===== config.mk =====
export PLATFORM = sky130hd
export DESIGN_NAME = line_stream_ctrl
export DESIGN_NICKNAME = d
export VERILOG_FILES = /design/src/rtl/line_stream_pkg.sv /design/src/rtl/edge_det.sv /design/src/rtl/line_stream_ctrl.sv
export SDC_FILE = /design/constraint.sdc
export NUM_CORES = 1
export LEC_CHECK = 0
export CORE_ASPECT_RATIO = 1.4
export CORE_UTILIZATION = 40
export CTS_CLUSTER_DIAMETER = 80
export DETAILED_ROUTE_END_ITERATION = 6
export PLACE_DENSITY = 0.75
export SETUP_SLACK_MARGIN = 0.3
export SKIP_LAST_GASP = 1
export SLEW_MARGIN = 0
export SYNTH_ARGS = -nofsm -noshare
export SYNTH_HDL_FRONTEND = slang
export SYNTH_SLANG_ARGS = --single-unit

===== constraint.sdc =====
create_clock -name clk -period 2 [get_ports clk]
set_input_delay 0.2 -clock clk [delete_from_list [all_inputs] [get_ports clk]]
set_output_delay 0.2 -clock clk [all_outputs]
set_load 0.01 [all_outputs]

===== src/rtl/line_stream_pkg.sv =====
// Shared types and default geometry for the line-stream front end.
package line_stream_pkg;

   typedef enum logic [1:0] {WAIT_VS, WAIT_LINE, ACTIVE, BLANK} ls_state_t;

   localparam int DEF_COLORDEPTH   = 8;
   localparam int DEF_SCREENWIDTH  = 1600;
   localparam int DEF_SCREENHEIGHT = 900;
   localparam int DEF_BUF_DEPTH    = 3;

   localparam int XW = $clog2(DEF_SCREENWIDTH);
   localparam int YW = $clog2(DEF_SCREENHEIGHT);

endpackage


===== src/rtl/edge_det.sv =====
// One-bit input register with rise/fall strobes (current input vs registered copy).
module edge_det
   import line_stream_pkg::*;
(
   input  logic clk,
   input  logic rst,
   input  logic d_i,
   output logic rise_o,
   output logic fall_o
);

   logic d_q;

   always_ff @(posedge clk or negedge rst) begin
      if (!rst) d_q <= 1'b0;
      else      d_q <= d_i;
   end

   assign rise_o = d_i & ~d_q;
   assign fall_o = ~d_i & d_q;

endmodule


===== src/rtl/line_stream_ctrl.sv =====
// Line-stream front end: turns vsync/de/pixel input into registered pixel, valid,
// line-end and coordinate outputs for the line buffer, with line-length checking.
module line_stream_ctrl
   import line_stream_pkg::*;
#(
   parameter int COLORDEPTH   = DEF_COLORDEPTH,
   parameter int SCREENWIDTH  = DEF_SCREENWIDTH,
   parameter int SCREENHEIGHT = DEF_SCREENHEIGHT,
   parameter int BUF_DEPTH    = DEF_BUF_DEPTH
) (
   input  logic                            clk,
   input  logic                            rst,
   input  logic                            vs_i,
   input  logic                            de_i,
   input  logic [COLORDEPTH-1:0]           data_i,
   output logic [COLORDEPTH-1:0]           data_o,
   output logic                            dv_o,
   output logic                            line_end_o,
   output logic                            frame_start_o,
   output logic [$clog2(SCREENWIDTH)-1:0]  x_o,
   output logic [$clog2(SCREENHEIGHT)-1:0] y_o,
   output logic                            win_valid_o,
   output logic                            err_o,
   output ls_state_t                       state_o
);

   localparam int LXW = $clog2(SCREENWIDTH);
   localparam int LYW = $clog2(SCREENHEIGHT);

   localparam logic [LXW:0]   CNT_ONE  = (LXW+1)'(1);
   localparam logic [LXW:0]   CNT_FULL = (LXW+1)'(SCREENWIDTH);
   localparam logic [LXW-1:0] X_LAST   = LXW'(SCREENWIDTH-1);
   localparam logic [LYW-1:0] Y_ONE    = LYW'(1);
   localparam logic [LYW-1:0] Y_LAST   = LYW'(SCREENHEIGHT-1);
   localparam logic [LYW-1:0] Y_WIN    = LYW'(BUF_DEPTH-1);

   logic vs_rise, vs_fall_unused;
   logic de_rise, de_fall;

   edge_det u_vs_edge (
      .clk    (clk),
      .rst    (rst),
      .d_i    (vs_i),
      .rise_o (vs_rise),
      .fall_o (vs_fall_unused)
   );

   edge_det u_de_edge (
      .clk    (clk),
      .rst    (rst),
      .d_i    (de_i),
      .rise_o (de_rise),
      .fall_o (de_fall)
   );

   ls_state_t             state_q;
   logic [COLORDEPTH-1:0] data_q;
   logic                  dv_q, line_end_q, frame_start_q, err_q, done_q;
   logic [LXW-1:0]        x_q;
   logic [LYW-1:0]        y_q;
   // Pixels seen on the current line; one bit wider so it can hold SCREENWIDTH.
   logic [LXW:0]          cnt_q;

   always_ff @(posedge clk or negedge rst) begin
      if (!rst) begin
         state_q       <= WAIT_VS;
         data_q        <= '0;
         dv_q          <= 1'b0;
         line_end_q    <= 1'b0;
         frame_start_q <= 1'b0;
         err_q         <= 1'b0;
         done_q        <= 1'b0;
         x_q           <= '0;
         y_q           <= '0;
         cnt_q         <= '0;
      end else begin
         data_q        <= data_i;
         dv_q          <= 1'b0;
         line_end_q    <= 1'b0;
         frame_start_q <= 1'b0;
         if (vs_rise) begin
            // Frame start overrides everything, including a truncated-line error.
            frame_start_q <= 1'b1;
            line_end_q    <= (state_q == ACTIVE);
            err_q         <= 1'b0;
            done_q        <= 1'b0;
            x_q           <= '0;
            y_q           <= '0;
            cnt_q         <= '0;
            state_q       <= WAIT_LINE;
         end else begin
            case (state_q)
               WAIT_VS: begin
                  if (de_rise && done_q) err_q <= 1'b1;
               end
               WAIT_LINE: begin
                  if (de_i) begin
                     state_q <= ACTIVE;
                     dv_q    <= 1'b1;
                     x_q     <= '0;
                     cnt_q   <= CNT_ONE;
                  end
               end
               ACTIVE: begin
                  if (de_fall) begin
                     line_end_q <= 1'b1;
                     if (cnt_q != CNT_FULL) err_q <= 1'b1;
                     if (y_q == Y_LAST) begin
                        done_q  <= 1'b1;
                        state_q <= WAIT_VS;
                     end else begin
                        y_q     <= y_q + Y_ONE;
                        state_q <= BLANK;
                     end
                  end else if (cnt_q < CNT_FULL) begin
                     dv_q  <= 1'b1;
                     x_q   <= cnt_q[LXW-1:0];
                     cnt_q <= cnt_q + CNT_ONE;
                  end else begin
                     // Overlong line: hold the address, suppress valid.
                     x_q   <= X_LAST;
                     err_q <= 1'b1;
                  end
               end
               BLANK: begin
                  if (de_rise) begin
                     state_q <= ACTIVE;
                     dv_q    <= 1'b1;
                     x_q     <= '0;
                     cnt_q   <= CNT_ONE;
                  end
               end
               default: state_q <= WAIT_VS;
            endcase
         end
      end
   end

   assign data_o        = data_q;
   assign dv_o          = dv_q;
   assign line_end_o    = line_end_q;
   assign frame_start_o = frame_start_q;
   assign x_o           = x_q;
   assign y_o           = y_q;
   assign err_o         = err_q;
   assign state_o       = state_q;
   assign win_valid_o   = dv_q && (y_q >= Y_WIN);

endmodule


## Yosys cells after proc, flatten, opt, wreduce, memory -nomap -nowiden

Cells that the tools add are included.

- Multiplexer cells: 42
- Bitwise operators: 6
- Reduce and logical (&&, ||, !) cells: 14
- $lt $le $gt $ge: 2
- Equality and inequality tests: 14
- Add/sub/neg operators: 2

Operator list:

| kind | number |
|---|---|
| $mux 12 | 5 |
| $mux 11 | 5 |
| $mux 10 | 4 |
| $pmux 12 s3 | 1 |
| $pmux 11 s3 | 1 |
| $mux 1 | 18 |
| $ne 3x2->1 const B | 5 |
| $add 12x1->12 const B | 1 |
| $lt 12x11->1 const B | 1 |
| $ne 12x11->1 const B | 1 |
| $reduce_and 4->1 | 3 |
| $add 10x1->10 const B | 1 |
| $eq 10x10->1 const B | 1 |
| $ge 10x2->1 const B | 1 |
| $mux 2 | 5 |
| $pmux 2 s3 | 1 |
| $reduce_and 3->1 | 2 |
| $reduce_bool 2->1 | 3 |
| $reduce_and 5->1 | 1 |
| $eq 2x2->1 const B | 2 |
| $ne 4x2->1 const B | 1 |
| $ne 4x3->1 const B | 1 |
| $reduce_bool 4->1 | 1 |
| $and 1x1->1 | 3 |
| 9 further kinds | 12 |

- Output and inout port bits: 36
- Bits in registers: 50
- Input port bits: 12
- Word-level logic and storage cells: 92

## Logic depth before layout (Yosys ltp)

- Depth in word-level cells: 6
- Mapped depth: 8

## By module

From an unflattened synthesis, not the netlist that was laid out.

- Cell total of the unflattened synthesis: 223
- Area, all modules: 2372.3 µm²

Modules (own cells, without submodules):

| module | instances | cells each | area each (µm²) | seq. area each (µm²) |
|---|---|---|---|---|
| line_stream_ctrl | 1 | 217 | 2292.2 | 1201.2 |
| edge_det | 2 | 3 | 40.0 | 25.0 |

## Worst setup path before layout

OpenSTA, ideal clock, no wires.

- Kind: flip-flop to output port
- Start point: register y_q[0] (netlist: y_o[0])
- End point: output port win_valid_o
- Cell stages (with the launch flop): 5
- Slack: 280 ps
- Path buffers: 0
- Arrival: 1520 ps
- Cell sequence: dfrtp_1 > inv_1 > ha_1 > or4_1 > o41a_1

- Cells in the longest elaborated chain, start to end: 2

RTL lines:

| item | RTL line | source |
|---|---|---|
| start: declaration | line_stream_ctrl.sv:60 | `logic [LYW-1:0] y_q;` |
| start signal: assignment | line_stream_ctrl.sv:112 | `y_q <= y_q + Y_ONE;` |
| $ge 10x2->1 | line_stream_ctrl.sv:147 | `assign win_valid_o = dv_q && (y_q >= Y_WIN);` |
| $logic_and 1x1->1 | line_stream_ctrl.sv:147 |  |
| end: declaration | line_stream_ctrl.sv:22 | `output logic win_valid_o,` |

No other way between the ends.

## Worst setup path in the final report

Same ends and word-level chain as after synthesis.

==> flow_summary_export.csv <==
group,metric,value,unit
layout,finalNonFillerCells,391,
layout,final-seq-area,1257,um2
layout,n_antenna_cell,0,
grt,grt_usage,20.51,%
placed_design,port_buffers,47,
sta,final-hold-violation-count,0,
job,drv_cap,0,
placed_design,placed_area,3104,um2
sta,final.setup.tns,-0.04259,ns
critical_path,path_buf_inv,2,
sta,grt_setup_unrepaired,"yes",
critical_path,crit_chain,"inv_2 -> ha_2 -> or4_4 -> o41a_1 -> buf_2",
grt,grt_antenna_before_repair,0,
layout,stdcell_area,3532,um2
die,std_cell_rows,32,
power_and_ir_drop,p_total,2.362,mW
critical_path,crit_required,1.80,ns
route,wl,6.280,mm
sta,setup_violations,1,
logic_synthesis,avgSynthCellArea,10.63,um2
sta,clock_skew,0.006557,ns
logic_synthesis,syn_nets,239,
route,routedWlPerCell,16.06,um
logic_synthesis,synthAdderAreaFrac,2.112,%
die,fp.dieArea,6240,um2
clocking,clk_pin_slew,0.09,ns
power_and_ir_drop,clockPowerShare,30.6,%
critical_path,critical_path.max_fanout,2,
grt,grt_overflow,0,
clocking,clock_sinks,50,
power_and_ir_drop,power.internal,1.712,mW
power_and_ir_drop,power_leakage,1.514,nW
logic_synthesis,synth.area.mux_share,0.8976,%
layout,multi_input_area,1164,um2
sta,worst_slew_pin_slew,0.6230,ns
layout,final_net_count,338,
logic_synthesis,syn_inst,223,
die,die_h,93.07,um
die,pin_count,48,
power_and_ir_drop,vdd_ir_drop_max,430.8,uV
sta,slew_headroom,58.47,%
die,core,5605,um2
outcome,status,"complete, but fails checks",
logic_synthesis,synth_top_area_share,52.80,%
route,drtIter0Drc,149,
power_and_ir_drop,p_seq_share,46.8,%
critical_path,cpPeakStageDelay,0.50,ns
placed_design,dp.cells,361,
power_and_ir_drop,swShare,27.52,%
critical_path,crit_type,"reg2out",
power_and_ir_drop,powerDensity,668.7,nW/um2
die,die_x,67.05,um
die,floorplan.initialDensity,42.28,%
clocking,cts-root-buf,"clkbuf_8",
layout,layout-drive-gt1-share,30.03,%
clocking,cts_made_buffers,5,
route,drtAntennaViolNets,0,
route,drtPass1Iterations,4,
sta,fin_crit,2.043,ns
logic_synthesis,synth-edff-count,0,
sta,whs,0.3197,ns
clocking,cts_tree,"built",
layout,nFillCells,467,
clocking,htreeDepth,2,
clocking,insertion_delay,0.31,ns
worst_hold_path,hp-class,"in2reg",
power_and_ir_drop,p_comb_share,22.6,%
placed_design,dpl_worst_slack,-0.05757,ns
logic_synthesis,synth_cell_types,51,
critical_path,cp-start-kind,"flop",
logic_synthesis,yosysSeqAreaShare,52.80,%
grt,grt_pass1_vias,2126,
logic_synthesis,ys.warnings.count,0,
logic_synthesis,synth.area.top_cells,"dfrtp_1 53%, nand2_1 3.3%, nor2_1 3.2%",
clocking,ctsLongestPathBuffers,2,
sta,layout_setup_ws,-0.04259,ns
logic_synthesis,netlist_area,2370,um2
route,avgViaCountPerCell,5.578,
sta,period_share,102.1,%
logic_synthesis,synth_seq_cells,50,
route,vias,2181,
logic_synthesis,async_flop_share,100.0,%
grt,grt_pass1_wl,9.770,mm
critical_path,worstPathArrival,1.84,ns
logic_synthesis,synthFlopType,"dfrtp_1",
critical_path,end_kind,"output port",
sta,fmax,0.4896,GHz
outcome,failed_checks,"negative setup slack",
layout,fin_util,63.01,%
logic_synthesis,synth_top_family_by_area,"simple AND/OR/NAND/NOR gates",
logic_synthesis,synth-compound-area-share,15.79,%
critical_path,slowest_stage,"or4_4",
placed_design,dpl.hpwl,4.075,mm
logic_synthesis,synth_top_area_cell,"dfrtp_1",
sta,final_max_slew_viol_count,0,
logic_synthesis,yosys.area_share.simple,22.86,%
critical_path,critical-path-top-delay-family,"simple AND/OR/NAND/NOR gates",
placed_design,gp_congestion,0.8773,
grt,grt_start_max_net_pins,28,
power_and_ir_drop,power.switching,0.6500,mW
layout,areaGrowthSynthToFinish,49.05,%
route,drc,0,
logic_synthesis,synthXorXnorAreaFrac,2.218,%
-- final timing paths --
path                               startpoint                     end  slack, ns  depth (start not counted)
max                        y_o[0]$_DFFE_PN0P_             win_valid_o      -0.04                          5
min                                 data_i[4]     data_o[4]$_DFF_PN0_       0.32                          1
max reg2reg                y_o[3]$_DFFE_PN0P_      y_o[2]$_DFFE_PN0P_       0.21                          6
min reg2reg                x_o[6]$_DFFE_PN0P_      x_o[6]$_DFFE_PN0P_       0.49                          2
max in group asynchronous                 rst  state_o[0]$_DFFE_PN0P_       1.01                          3
min in group asynchronous                 rst     data_o[4]$_DFF_PN0_       0.43                          2
-- cells by family after synthesis --
group                      after synthesis
and+or+nand+nor                         92
AOI/OAI and AO/OA                       54
DFF                                     50
buffers and inverters                   15
xor gates and xnor gates                 6
adders and majority gates                4
muxes                                    2
-- cells in the mapped netlist (2+ instances only) --
library cell,count
nand2_1,21
xor2_1,5
o21ai_0,2
nand4_1,6
or3_1,4
o211ai_1,2
nor4_1,3
or4_4,2
a21boi_1,4
nor2_1,20
o31ai_1,5
ha_1,4
inv_1,9
and3_1,3
and4_1,5
nand3_1,9
a31oi_1,2
o21ai_1,12
buf_4,2
a22o_1,2
buf_6,2
dfrtp_1,50
or4_1,6
o21a_1,6
a21oi_1,11
-- per-layer routing --
layer | global-route usage [%] | share of wire [%] | vias to the layer above
met1 | 22.92 | 37 | 1057
met3 | 4.512 | 5.4 | 20
li1 | - | - | 1009
met5 | 0 | 0 | -
met2 | 36.75 | 54 | 95
met4 | 7.624 | 2.9 | 0
-- registers in the layout, indices dropped and copies added (netlist names) --
signal and flops:
dv_o 1, cnt_q 12, u_de_edge.d_q 1, u_vs_edge.d_q 1, x_o 11, data_o 8, y_o 10, state_o 2
frame_start_o 1, line_end_o 1, done_q 1, err_o 1
-- power by group through the flow --
stage | combinational (mW) | clock, mW | sequential (mW)
after floorplan | 0.179 | 0 | 1.15
after global placement | 0.404 | 0 | 1.13
after global routing | 0.573 | 0.783 | 1.11
after detailed placement | 0.413 | 0 | 1.13
after CTS | 0.452 | 0.744 | 1.10
final | 0.533 | 0.723 | 1.11
-- cell type report --
| cell class | instances | area share [%] |
|---|---|---|
| clock inverter | 3 | 1.240 |
| timing repair buffer | 97 | 24.73 |
| clock buffer | 5 | 1.948 |
| sequential | 50 | 35.60 |
| tap | 68 | 2.409 |
| inverter | 10 | 1.134 |
| multi-input combinational | 158 | 32.94 |
-- placed cells by master (no fill, tap or decap), types with 5 or more instances in the layout --
master,count
nand2_1,21
a21oi_1,7
dfrtp_2,5
nand4_1,6
xor2_1,5
dfrtp_1,45
clkdlybuf4s50_1,45
clkbuf_8,5
inv_1,8
buf_4,42
and4_1,5
o21ai_1,13
o31ai_1,5
buf_6,6
o21a_1,6
nor2_1,17
nand3_1,9
-- worst register-to-register path: cells and delay by family, from the launching register on --
| kind | cells | cell delay [ns] |
|---|---|---|
| AO/OA/AOI/OAI | 2 | 0.39 |
| AND/OR/NAND/NOR | 2 | 0.60 |
| buffers and inverters | 2 | 0.31 |
| flip-flops | 1 | 0.39 |
-- repair_timing --
| item | 4_1_cts | 5_1_grt |
|---|---|---|
| cloned | 0 | 1 |
| endpoints found under the setup margin | 15 | 22 |
| endpoints found under the hold margin | 26 | 0 |
| pin swaps | 13 | 17 |
| hold buffers | 1 | 0 |
| gates resized for setup | 14 | 28 |
| buffers inserted | 11 | 9 |
Note: power is estimated with default switching activity, not from simulation.
